--- src/rtl/prbs_sat_counter.sv ---
// rtl/prbs_sat_counter.sv - saturating event counter with sticky saturation flag
//
// Purpose: counts inc pulses up to all-ones and holds there; sat is set on
//   reaching all-ones and stays set until clr or rst. clr has priority over inc.
// Ports:
//   clk   in  clock
//   rst   in  asynchronous active-high reset
//   inc   in  count one event
//   clr   in  synchronous clear of count and sat
//   count out W-bit saturating count
//   sat   out sticky saturation flag
module prbs_sat_counter #(
  parameter int W = 16
) (
  input  logic         clk,
  input  logic         rst,
  input  logic         inc,
  input  logic         clr,
  output logic [W-1:0] count,
  output logic         sat
);

  localparam logic [W-1:0] MAX = '1;

  always_ff @(posedge clk or posedge rst) begin
    if (rst) begin
      count <= '0;
      sat   <= 1'b0;
    end else if (clr) begin
      count <= '0;
      sat   <= 1'b0;
    end else if (inc && (count != MAX)) begin
      count <= count + W'(1);
      sat   <= (count == (MAX - W'(1)));
    end
  end

endmodule

--- config.mk ---
export PLATFORM = sky130hd
export DESIGN_NAME = prbs_sat_counter
export DESIGN_NICKNAME = d
export VERILOG_FILES = /design/src/rtl/prbs_sat_counter.sv
export SDC_FILE = /design/constraint.sdc
export NUM_CORES = 1
export LEC_CHECK = 0
export BUFFER_PORTS_ARGS = -buffer_cell sky130_fd_sc_hd__clkbuf_2
export CELL_PAD_IN_SITES_DETAIL_PLACEMENT = 1
export CELL_PAD_IN_SITES_GLOBAL_PLACEMENT = 2
export CORE_MARGIN = 3
export CORE_UTILIZATION = 31
export CTS_CLUSTER_SIZE = 16
export DETAILED_ROUTE_END_ITERATION = 8
export PLACE_DENSITY = 0.85
export SLEW_MARGIN = 20
export SYNTH_ARGS = -nofsm -noshare
export SYNTH_HDL_FRONTEND = slang
export SYNTH_SLANG_ARGS = --single-unit
--- constraint.sdc ---
create_clock -name clk -period 2.41 [get_ports clk]
set_input_delay 0.241 -clock clk [delete_from_list [all_inputs] [get_ports clk]]
set_output_delay 0.241 -clock clk [all_outputs]
set_load 0.03 [all_outputs]
# Yosys cells after proc, flatten, opt, wreduce, memory -nomap -nowiden
# Index checks and enable logic that the tools add are counted.
# op_classes
reduce_logical,2
mux,4
eq_ne,2
addsub,1
# ops
operator,n
$mux W16,2
$add A16 B1 Y16 const B,1
$eq A16 B16 Y1 const B,1
$ne A16 B16 Y1 const B,1
$mux W1,2
$reduce_bool A2 Y1,1
$logic_and A1 B1 Y1,1
# totals
output_inout_bits,17
input_bits,4
word_cells,11
regBits,17

# Depth between registers and ports, before layout
# logic_depth
ltp_word,4
depth_mapped,6
depth_no_buf,5

# Worst setup path before layout
# OpenSTA, ideal clock, no wires.
# synth_path
kind,reg2reg
from,reg count[1]
to,reg count[1]
period_less_slack_ns,1.962
setup_ns,0.120
slack_ns,0.448
path_stages_with_launch,7
t_required_ns,2.290
t_arrival_ns,1.842
n_path_buf,1
path_cell_list,dfrtp_1 ha_1 nand3_1 o41ai_1 buf_2 nor3_1 a31o_2
# synth_between
elab_chain_len,3
word_cells_on_any_way,6
classes_between,add/sub (1); eq/ne (1); mux (2); reduce/logical (2)
# synth_rtl
item,line,source
"start, declared",19,"output logic [W-1:0] count,"
"start signal, assigned",33,count <= count + W'(1);
$add A16 B1 Y16 or $ne A16 B16 Y1 (tied branches),"33, 32",
$mux W16 or $logic_and A1 B1 Y1 (tied branches),32,end else if (inc && (count != MAX)) begin
$mux W16 or $reduce_bool A2 Y1 (tied branches),n/a,
# Parallel ways exist; a longest one is shown, timed or not. The select of a mux whose other input is x is not followed.
# A chain may end at the register's enable or synchronous reset.

# Final worst setup path
# Ends and elaborated chain as after synthesis.

==> metrics <==
reg2reg start=count[1]; VDD IR max=0.000231 V; max incr delay on CP=480 ps; Yosys top cell by area=dfrtp_1; required time of the critical path=2600 ps; Power Density=442 mW/mm²; Final Max Tran Viols=0; Top Ports=21; Syn Std Cell Area=961 µm²; routability cong.=0.720; htree depth=1; total clock sinks=17; critical path type=reg2reg; Final Hold Viols=0; 1st-iter DRT viols=7; postcts setup bufs=0; die area=roughly 0.0038 mm²; vias in the first global route=844; CTS root buffer=clkbuf_4; Final TNS setup=0 ps; fin cells=155; grt ovf=0; Area Growth Syn to Fin=16.9%; # nets final=131; post-CTS resize count=0; Place WS=between 300 and 400 ps; Synth warnings=0; post-layout util=39.4%; DR WL/cell=approximately 16 µm; max frequency=about 490 MHz; CP max-delay cell=o41ai_1; dominant cells by area after synthesis=dfrtp_1, a21oi_1, o31ai_1; Slew @ Worst Pin=roughly 700 ps; clock share of power=32.1%; max_cap viols=0; first-pass GRT wire length=4080 µm; RSZ-0062 raised after global routing=false; switch share=a little over a quarter; cell-internal power=about 0.37 mW; Comb pwr share=8.7%; DR DRC count=0; asr flop ratio synth=between 90% and 100%; dpl hpwl=1800 µm; Hold-fix buffers, CTS=0; RR Endpoint=count[1]; worst skew pair latency=~300 ps; Mapped Nets=108; die height=61.7 µm; skew final=9.53 ps; Psw=0.131 mW; cell count after synthesis=102; post-layout min period=~2000 ps; vias per cell=roughly 5.8; syn_area_per_cell=between 9 and 10 µm²; Worst-path clk slew=110 ps; crit start category=flop; status=finished, final reports clean; placed insts=roughly 150; final worst-path cycle share=a little over four fifths; largest net degree at the start of global routing=20; initial core utilization=33.7%; top-area cell type share of the netlist area=44.3%; Total Wirelength=about 2500 µm; Worst EP arrival=2240 ps; sequential fraction of design power=approximately 59%; Finish-stage setup viols=0; Total GRT Usage=15.3%; die width=61.7 µm; Leak Pwr=~0.48 nW; Core Box Area=roughly 0.0029 mm²; CP Capture Type=flop; CTS tree=yes; EDFF count, synth=0; sequential fraction of the synthesis area=44.3%; Rel. slew slack=53.7%; ANT cells=0; antenna violations before repair=0; Worst Hold Slack=6.55 ps; fin worst setup slack=362 ps; flops & latches, synth=17; buffers added on ports=20; Num CTS Buffers=3; Routed Antenna Nets=0; R2R cell count=6; drt first pass iters=4; R2R setup slack=360 ps; Worst Hold Class=in2async; Yosys cell types=30; row cnt=19; Main synth FF type=dfrtp_1; vias post-DR=899; crit-path cells=ha_1 -> nand3_1 -> o41ai_1 -> buf_4 -> nor3_1 -> a31o_2; Clock Path Buffers=2; worst-path fanout max=6; share of cells above drive strength 1=24.2%
==> synth_stat cells (all sizes together) (3+ instances only) <==
| library cell | instances |
|---|---|
| a21oi | 11 |
| and4 | 3 |
| clkbuf | 3 |
| dfrtp | 17 |
| inv | 6 |
| nand3 | 7 |
| nand4 | 6 |
| nor2 | 7 |
| nor3 | 4 |
| o21ai | 3 |
| o31ai | 7 |
| or3 | 5 |
| or4 | 5 |
| xnor2 | 4 |
==> cell usage in the layout, fill, tap and decap left out, drive strengths merged, types with 3 or more instances in the layout <==
cell type / netlist / final
and4: 3 / 3
inv: 6 / 6
or3: 5 / 5
a21oi: 11 / 11
nand4: 6 / 6
clkbuf: 3 / 24
or4: 5 / 5
xnor2: 4 / 4
nor3: 4 / 4
nor2: 7 / 7
o31ai: 7 / 7
o21ai: 3 / 3
nand3: 7 / 7
dfrtp: 17 / 17
==> worst max path at each step <==
stage,start,end,cells after the start
after floorplan,count[1],count[1],6
after global placement,count[1],count[1],6
after detailed placement,count[1],count[1],6
after CTS,count[1],count[1],6
after global routing,count[1],count[1],6
final,count[1],count[1],6
==> metrics by stage <==
step / instance area, µm² / total power, mW
after floorplan: 961 / 0.327
after global routing: 1120 / 0.524
after detailed placement: 1100 / 0.344
final: 1120 / 0.496
after global placement: 1100 / 0.342
after CTS: 1120 / 0.505
==> critical path, delay by kind of cell (launching register included) <==
kind / cells / cell delay, ps
AOI/OAI and AO/OA: 2 / 710
adders and majority gates: 1 / 280
buffers and inverters: 1 / 240
DFF: 1 / 450
and+or+nand+nor: 2 / 280
==> cell type report <==
class	instances	area, µm²
well taps	31	38.8
repair buffers	22	115
inverters	6	22.5
multi-input cells	75	495
flip-flops and latches	17	425
fillers	345	1730
clock buffers	4	26.3
==> kinds of logic after synthesis <==
group	share of synthesized area, %
adder cells (fa/ha/maj)	2.60
buffers and inverters	4.17
AND/OR/NAND/NOR	26.2
flip-flops	44.3
multiplexers	1.17
AO/OA/AOI/OAI	18.0
XOR/XNOR	3.65
==> sequential cells by signal, indices dropped and copies added, names as in the netlist <==
signal,cells
sat,1
count,16
==> metal layers <==
metal | track usage (%) | share of wire [%] | up-vias
met5 | 0 | 0 | -
met4 | 8.18 | 2.3 | 0
met3 | 3.14 | 3.3 | 5
met2 | 24.1 | 47 | 15
met1 | 19.5 | 47 | 444
li1 | - | - | 435
==> power by group through the flow <==
stage,combinational (mW),sequential (mW),clock (mW)
final,0.0433,0.294,0.159
after global routing,0.0484,0.294,0.182
after CTS,0.0444,0.294,0.167
after detailed placement,0.0444,0.299,0
after global placement,0.0430,0.299,0
after floorplan,0.0219,0.305,0
No activity file was read; power rests on OpenSTA's default activity.
